$ cat config.mk
export PLATFORM = sky130hd
export DESIGN_NAME = fdivsqrt_seq
export DESIGN_NICKNAME = d
export VERILOG_FILES = /design/src/rtl/fdivsqrt_seq.sv
export SDC_FILE = /design/constraint.sdc
export NUM_CORES = 1
export LEC_CHECK = 0
export ABC_CLOCK_PERIOD_IN_PS = 1810
export BUFFER_PORTS_ARGS = -buffer_cell sky130_fd_sc_hd__buf_2
export CORE_AREA = 2 2 47 49
export CTS_CLUSTER_SIZE = 14
export DETAILED_ROUTE_END_ITERATION = 10
export DIE_AREA = 0 0 49 51
export PLACE_DENSITY_LB_ADDON = 0.3
export SKIP_LAST_GASP = 1
export SLEW_MARGIN = 15
export SYNTH_ARGS = -nofsm -noshare
export SYNTH_HDL_FRONTEND = slang
export SYNTH_SLANG_ARGS = --single-unit
$ cat constraint.sdc
create_clock -name clk -period 1.81 [get_ports clk]
set_input_delay 0.2715 -clock clk [delete_from_list [all_inputs] [get_ports clk]]
set_output_delay 0.2715 -clock clk [all_outputs]
set_load 0.05 [all_outputs]
$ cat src/rtl/fdivsqrt_seq.sv
// Iteration controller for the digit-recurrence divide/sqrt datapath.
// Sequences start, iteration count, completion handshake, flush and stall.
//
// state | meaning
// IDLE  | waiting for a request; StepCnt held at 0
// BUSY  | datapath iterating; StepCnt counts remaining iterations down to 1
// DONE  | result valid; held while StallM is asserted
module fdivsqrt_seq #(
    parameter int LOGFLEN     = 6,
    parameter int DIVBLEN     = 7,
    parameter int DURLEN      = 5,
    parameter int LOGR        = 2,
    parameter int RK          = 4,
    parameter int IDIV_ON_FPU = 1
) (
    input  logic               clk,
    input  logic               reset,
    input  logic               StartE,
    input  logic [LOGFLEN-1:0] Nf,
    input  logic               IntDivE,
    input  logic [DIVBLEN-1:0] IntResultBitsE,
    input  logic               SpecialCaseE,
    input  logic               FlushE,
    input  logic               StallM,
    output logic               DivStartE,
    output logic               IterEnE,
    output logic               FDivBusyE,
    output logic               FDivDoneE,
    output logic [DURLEN-1:0]  StepCnt
);

    typedef enum logic [1:0] {
        IDLE = 2'd0,
        BUSY = 2'd1,
        DONE = 2'd2
    } state_t;

    localparam logic [DIVBLEN-1:0] RK_W       = DIVBLEN'(RK);
    localparam logic [DIVBLEN-1:0] FP_EXTRA_W = DIVBLEN'(2 + LOGR);
    localparam logic [DIVBLEN-1:0] ONE_W      = DIVBLEN'(1);

    state_t             state, state_nxt;
    logic [DURLEN-1:0]  step_cnt_nxt;
    logic [DIVBLEN-1:0] fp_bits;
    logic [DIVBLEN-1:0] bits;
    logic [DIVBLEN-1:0] cycles_full;
    logic [DURLEN-1:0]  cycles;

    // Iterations = ceil(bits / RK), with zero bits still costing one pass.
    always_comb begin
        fp_bits     = DIVBLEN'(Nf) + FP_EXTRA_W;
        bits        = ((IDIV_ON_FPU != 0) && IntDivE) ? IntResultBitsE : fp_bits;
        cycles_full = (bits == '0) ? ONE_W : ((bits - ONE_W) / RK_W) + ONE_W;
        cycles      = DURLEN'(cycles_full);
    end

    always_ff @(posedge clk or posedge reset) begin
        if (reset) begin
            state   <= IDLE;
            StepCnt <= '0;
        end else begin
            state   <= state_nxt;
            StepCnt <= step_cnt_nxt;
        end
    end

    always_comb begin
        state_nxt    = state;
        step_cnt_nxt = StepCnt;
        DivStartE    = 1'b0;
        IterEnE      = 1'b0;
        FDivBusyE    = 1'b0;
        FDivDoneE    = 1'b0;

        case (state)
            IDLE: begin
                if (StartE && !FlushE) begin
                    if (SpecialCaseE) begin
                        state_nxt = DONE;
                    end else begin
                        DivStartE    = !reset;
                        step_cnt_nxt = cycles;
                        state_nxt    = BUSY;
                    end
                end
            end
            BUSY: begin
                IterEnE      = 1'b1;
                FDivBusyE    = 1'b1;
                step_cnt_nxt = StepCnt - 1'b1;
                if (StepCnt == DURLEN'(1)) begin
                    state_nxt = DONE;
                end
            end
            DONE: begin
                FDivDoneE = 1'b1;
                FDivBusyE = StallM;
                if (!StallM) begin
                    state_nxt = IDLE;
                end
            end
            default: begin
                state_nxt    = IDLE;
                step_cnt_nxt = '0;
            end
        endcase

        // Flush wins over start, completion and stall.
        if (FlushE) begin
            state_nxt    = IDLE;
            step_cnt_nxt = '0;
        end
    end

endmodule

Yosys cells after proc, flatten, opt, wreduce, memory -nomap -nowiden:

Cells that the tools add are included.

* register bits: 7
* word-level logic and storage cells: 39
* input bits: 20
* output and inout port bits: 9

* mux-type cells: 18
* reductions and logical operators: 7
* equality and inequality tests: 8
* add/sub/neg operators: 4

Operator list (count)
* $mux 5: 4
* $pmux 5 s3: 1
* $ne 3x3->1 const B: 4
* $mux 2: 5
* $add 6x3->7 const B: 1
* $logic_not 7->1: 1
* $mux 7: 1
* $sub 7x1->7 const B: 1
* $pmux 2 s3: 1
* $reduce_and 3->1: 2
* $add 5x1->5 const B: 1
* $eq 5x1->1 const B: 1
* $mux 1: 5
* $sub 5x1->5 const B: 1
* $eq 2x1->1 const B: 1
* $eq 2x2->1 const B: 1
* $logic_not 1->1: 2
* $logic_not 2->1: 1
* $ne 2x2->1 const B: 1
* $pmux 1 s2: 1
* $logic_and 1x1->1: 1

Logic depth before layout (Yosys ltp):

Gate-level depths: netlist of run 1.

* depth after elaboration: 9
* gate-level depth with buffers: 9
* gate-level depth less buffers: 9

Worst setup path before layout of run 1:

Ideal clock, no wire load.

* kind: reg2out
* from: reg state[0]
* to: out FDivBusyE
* arrival time: 1.833 ns
* required time: 1.539 ns
* stages on the path, launching flop included: 5
* slack: -0.294 ns
* buffers on the path: 0
* path through: dfrtp_1 inv_1 ha_1 a21oi_1 nor2b_1

* word-level cells in the longest chain between the ends: 2
* elaborated cells on any way between the ends: 3
* classes of those cells: eq/ne: 2; mux: 1

RTL lines
* start, declared: line 42 `state_t state, state_nxt;`
* start signal, assigned: line 62 `state <= state_nxt;`
* $eq 2x2->1 / $eq 2x1->1 (equally long branches): line 75 `case (state)`
* $pmux 1 s2 *: line 75
* end, declared: line 27 `output logic FDivBusyE,`

Mark *: on every way between the ends. The rest lies on a longest branch, timed or not.

Worst setup path after layout of run 1:

* from: reg StepCnt[1]
* to: reg state[1]

* word-level cells in the longest chain between the ends: 3

RTL lines
* start, declared: line 29 `output logic [DURLEN-1:0] StepCnt`
* start signal, assigned: line 63 `StepCnt <= step_cnt_nxt;`
* $eq 5x1->1: line 91 `if (StepCnt == DURLEN'(1)) begin`
* $ne 3x3->1 (no source line)
* $reduce_and 3->1 (no source line)

Every way passes these cells.
A chain may end at the register's enable or synchronous reset.

==> flow_metrics.tcl, run 1 <==
set metrics [dict create \
    async_reset_ff_frac 1.000 \
    drive_above_1_share 0.4362 \
    finalCriticalPeriod_ns 1.809 \
    overflow 0 \
    avgSynthCellArea_um2 8.192 \
    cap_violations 0 \
    synth_edf_count 0 \
    synth_top_cell_area_share 0.2017 \
    synth_cell_type_count 42 \
    drc_errors 0 \
    synth.net_count 133 \
    path_class "reg2reg" \
    drt_wl_total_mm 2.254 \
    yosysWarningCount 0 \
    die_w_um 49 \
    nFillCells 208 \
    nNetsFinal 177 \
    dieArea_um2 2499 \
    setup_viol 0 \
    fin_ws_ns 0.0006521 \
    drtIter0Drc 18 \
    min_path_type "in2reg" \
    end_kind "register" \
    synthCells 106 \
    fin_total_pwr_uw 846.9 \
    clockBufferDepth 2 \
    cts.clk_slew.worst_paths_ns 0.07 \
    power_density_nw_per_um2 692.8 \
    cp_num_buf_inv 1 \
    first_pass_iters 4 \
    final_hold_viol_count 0 \
    crit_arrival_ns 2.01 \
    peakVddDrop_mv 0.4938 \
    io_buffers 28 \
    synth.area.top_cells "dfrtp_1 (20%), ha_1 (10%), xor2_1 (5.0%), a21oi_1 (4.6%), xnor2_1 (4.0%)" \
    crit_path_top_delay_cell "or4b_4" \
    area_delta_synth_final_pct 40.78 \
    post_cts_buffers 0 \
    grt.total_usage 0.1850 \
    cp_max_fo 2 \
    cts_buffers 3 \
    ys_seq_area_frac 0.2017 \
    rows 17 \
    synthTopCellsByCount "a21oi_1 (8), inv_1 (8), nor2_1 (8)" \
    clockRootBuffer "clkbuf_4" \
    finalMaxSlewViolations 0 \
    min_period_over_period 0.9996 \
    grt_pass1_wl_mm 3.608 \
    path_cells "inv_2 > ha_4 > or4b_4 > a22oi_2 > o21ai_2 > mux2_4 > nor2_4" \
    grt_max_degree 13 \
    start_util 0.4209 \
    ioPinCount 29 \
    ant_nets 0 \
    crit_required_ns 2.02 \
    start_kind "register" \
    vias 930 \
    vias_per_cell 5.254 \
    critical_path.top_delay_family "simple AND/OR/NAND/NOR gates" \
    max_freq_mhz 552.7 \
    fin_skew_ns 0.009078 \
    antennaDiodeCount 0 \
    leakage_nw 0.5523 \
    gp_congestion 0.8196 \
    clock-sinks 7 \
    insertion_delay_ns 0.28 \
    fp.dieH_um 51 \
    rsz0062_at_grt "true" \
    synth_ff_type "dfrtp_1" \
    cpPeakStageDelay_ns 0.45 \
    yosys.area.top_type "dfrtp_1" \
    cts.htree.levels 1 \
    synth-seq-cells 7 \
    fin_util 0.5925 \
    cts_tree "done" \
    coreArea_um2 2063 \
    synth_area_um2 868.3 \
    status "finished, final reports clean" \
    hpwl_mm 1.729 \
    tightestPinTransition_ns 0.3637 \
    maxSlewHeadroom 0.7556 \
    fin_setup_tns_ns 0 \
    grt_antenna_before_repair 0 \
    first_global_vias 862 \
    avgRoutedWirePerCell_um 12.73 \
    place_ws_ns -0.04531 \
]
-- path summary, 6_finish.rpt --
kind | from | endpoint | slack (ns) | depth (start not counted)
max | StepCnt[1] | state[1] | 0.0007 | 7
min | FlushE | state[1] | 0.26 | 2
max reg2reg | StepCnt[1] | state[1] | 0.0007 | 7
min reg2reg | state[0] | state[0] | 0.57 | 2
max in group asynchronous | reset | StepCnt[0] | 1.06 | 3
min in group asynchronous | reset | StepCnt[4] | 0.51 | 3
-- flip-flops by register name, summed over array words and instances, names as in the netlist --
name and count:
state 2, StepCnt 5
-- logic make-up (layout without fill, tap and decap cells) --
| group | Yosys count | count (layout) | synth area share |
|---|---|---|---|
| AND/OR/NAND/NOR | 40 | 40 | 0.2522 |
| multiplexers | 1 | 1 | 0.01729 |
| buffers and inverters | 9 | 52 | 0.04755 |
| flip-flops | 7 | 7 | 0.2017 |
| AO/OA/AOI/OAI | 33 | 33 | 0.2896 |
| adder cells (fa/ha/maj) | 7 | 7 | 0.1009 |
| XOR/XNOR | 9 | 9 | 0.09077 |
-- placed cells by master (no fill, tap or decap), types with 3 or more instances in the layout --
| cell | instances |
|---|---|
| a21oi_1 | 8 |
| buf_2 | 27 |
| buf_4 | 11 |
| clkbuf_4 | 3 |
| dfrtp_1 | 5 |
| ha_4 | 3 |
| inv_1 | 4 |
| inv_2 | 4 |
| nand2_1 | 6 |
| nand2b_1 | 4 |
| nor2_1 | 8 |
| nor3_1 | 5 |
| o21ai_0 | 5 |
| xnor2_1 | 4 |
| xor2_1 | 5 |
-- final cells by class --
cell class,count,area (µm²),share of cell area
tap,28,35.03,0.02866
multi-input combinational,90,713.2,0.5834
sequential,7,177.7,0.1453
clock inverter,1,5.005,0.004094
clock buffer,3,22.52,0.01842
timing repair buffer,40,239.0,0.1955
inverter,8,30.03,0.02457
-- routing by layer --
| layer | global-route usage | up-vias | part of all wire |
|---|---|---|---|
| li1 | - | 487 | - |
| met1 | 0.2373 | 420 | 0.46 |
| met2 | 0.3082 | 18 | 0.49 |
| met3 | 0.04386 | 5 | 0.035 |
| met4 | 0.05714 | 0 | 0.015 |
| met5 | 0 | - | 0 |
-- through the flow --
| stage | instance area, µm² | instances | hold slack, ns |
|---|---|---|---|
| final | 1222 | 177 | 0.2604 |
| after global routing | 1222 | 177 | 0.2668 |
| after CTS | 1182 | 177 | 0.2478 |
| after detailed placement | 1142 | 172 | 0.2394 |
| after global placement | 1142 | 172 | 0.2333 |
| after floorplan | 895.9 | 106 | 0.07476 |
-- what timing repair did --
action,in CTS,in global routing
setup endpoints to repair,1,4
pin swaps,0,2
hold buffers,1,0
resized for setup,1,10
hold endpoints to repair,7,0
-- where the power goes --
part           switching [mW]  internal, mW  total [mW]
Sequential             0.0236         0.178       0.202
Clock                  0.0772        0.0818       0.159
Combinational           0.279         0.207       0.486
Total                   0.380         0.467       0.847
Note: power is estimated with default switching activity, not from simulation.
==> run 2: changes to the inputs <==
--- a/config.mk
+++ b/config.mk
@@ -11,7 +11,8 @@
 export CTS_CLUSTER_SIZE = 14
 export DETAILED_ROUTE_END_ITERATION = 10
 export DIE_AREA = 0 0 49 51
-export PLACE_DENSITY_LB_ADDON = 0.3
+export GPL_ROUTABILITY_DRIVEN = 0
+export PLACE_DENSITY = 0.74
 export SKIP_LAST_GASP = 1
 export SLEW_MARGIN = 15
 export SYNTH_ARGS = -nofsm -noshare
==> constraint.sdc (replaced) <==
create_clock -name clk -period 1.81 [get_ports clk]
set_input_delay 0.362 -clock clk [delete_from_list [all_inputs] [get_ports clk]]
set_output_delay 0.362 -clock clk [all_outputs]
set_load 0.05 [all_outputs]
==> run 2 against run 1 <==
Utilization up 4.0 points. Register-to-register slack about the same. Power up 3.8%. Combinational power up 9.9%. Clock power down 9%. Critical path depth down 2. Sequential share of layout area down 0.92 points. Clock skew up 0.00083 ns. Wire length up 9.3%. Critical endpoint is now DivStartE.
==> flow_metrics.tcl, run 2 (synthesis results as in run 1) <==
set metrics [dict create \
    die_w_um 49 \
    io_buffers 28 \
    grt.total_usage 0.1955 \
    vias_per_cell 5.365 \
    setup_viol 0 \
    most-common-layout-cells "buf_2 (26), buf_4 (25), nor2_1 (8)" \
    drt_wl_total_mm 2.463 \
    drive_above_1_share 0.4907 \
    reg.largest.list "StepCnt: 5 flops, state: 2 flops" \
    avgRoutedWirePerCell_um 13.03 \
    antennaDiodeCount 0 \
    cts.htree.levels 1 \
    cp_max_fo 4 \
    netSwitchingFraction 0.4294 \
    status "finished, final reports clean" \
    maxSlewHeadroom 0.7134 \
    top_register "StepCnt" \
    fin_skew_ns 0.009912 \
    fin_area_um2 1305 \
    insertion_delay_ns 0.26 \
    placed_area_um2 1195 \
    hpwl_mm 1.947 \
    fp.dieH_um 51 \
    area_delta_synth_final_pct 50.29 \
    grt_pass1_wl_mm 3.857 \
    hold-worst-slack_ns 0.03331 \
    finalCriticalPeriod_ns 1.806 \
    fin_ws_ns 0.004033 \
    cts.clk_slew.worst_paths_ns 0.06 \
    cts_buffers 3 \
    power_density_nw_per_um2 673.5 \
    cap_violations 0 \
    leakage_nw 0.6132 \
    vias 1014 \
    power_switching_uw 377.4 \
    path_class "reg2out" \
    largest_reg_flops 5 \
    end_kind "output port" \
    min_period_over_period 0.9978 \
    clock-sinks 7 \
    final_common_cell "buf_2" \
    hold_buffers 0 \
    dieArea_um2 2499 \
    rsz0062_at_grt "true" \
    grt_antenna_before_repair 0 \
    clockBufferDepth 2 \
    start_kind "register" \
    max_freq_mhz 553.7 \
    drtIter0Drc 22 \
    cell_internal_pwr_uw 501.5 \
    clockRootBuffer "clkbuf_4" \
    crit_arrival_ns 1.44 \
    fin_setup_tns_ns 0 \
    grt_max_degree 9 \
    ant_nets 0 \
    tightestPinTransition_ns 0.4282 \
    crit_required_ns 1.45 \
    finalMaxSlewViolations 0 \
    rows 17 \
    min_path_type "in2async" \
    clock_power_share 0.164 \
    first_global_vias 901 \
    nNetsFinal 189 \
    drc_errors 0 \
    p_comb_frac 0.608 \
    seq_power_share 0.228 \
    final_hold_viol_count 0 \
    ioPinCount 29 \
    first_pass_iters 4 \
    start_util 0.4209 \
    cts_tree "done" \
    place_ws_ns -0.1174 \
    coreArea_um2 2063 \
    overflow 0 \
    peakVddDrop_mv 0.6064 \
]
## run 2: cell types whose count changed in the layout (fill, tap and decap cells not counted), sizes merged
cell / change
buf: +13
dlygate4sd3: -1
## run 2: layout make-up
type	instances	area, µm²
multi-input combinational	90	705.7
inverter	8	30.03
timing repair buffer	52	329.1
fill	184	758.2
sequential	7	177.7
tap	28	35.03
clock inverter	1	5.005
clock buffer	3	22.52
## run 2: what timing repair did
item                       CTS  global route
pin swaps                    0             3
setup buffers                0             6
gates resized for setup      6             5
setup endpoints to repair    2             4
## run 2: final timing paths
kind	startpoint	to	slack, ns	depth (start not counted)
max	state[1]	DivStartE	0.004	5
min	reset	StepCnt[4]	0.03	2
max reg2reg	StepCnt[1]	state[1]	0.01	7
min reg2reg	state[0]	state[0]	0.59	2
max in group asynchronous	reset	StepCnt[1]	1.55	2
min in group clk	FlushE	state[1]	0.37	2
## run 2: power by group through the flow
stage                     clock [mW]  combinational (mW)  sequential [mW]
after global placement             0               0.465            0.200
after floorplan                    0               0.267            0.258
after detailed placement           0               0.478            0.201
final                          0.144               0.534            0.201
after global routing           0.156               0.578            0.203
after CTS                      0.143               0.492            0.199
## run 2: per-layer routing
metal / vias up / GRT usage / share of wire
li1: 505 / - / -
met1: 472 / 0.2256 / 0.42
met2: 34 / 0.3721 / 0.53
met3: 3 / 0.05556 / 0.048
met4: 0 / 0.01429 / 0.0069
met5: - / 0 / 0
## run 2: through the flow
stage,utilization,power (mW),instances
after global placement,0.5791,0.6642,179
final,0.6325,0.8789,189
after floorplan,-,0.5248,106
after detailed placement,0.5791,0.6795,179
after CTS,0.6040,0.8338,183
after global routing,0.6325,0.9375,189
## run 2: critical path, stage by stage, from the launching register on
cell and delay [ns]:
dfrtp_1 0.39, inv_2 0.11, ha_4 0.16, nand3b_1 0.15
nor3_2 0.20, buf_6 0.18
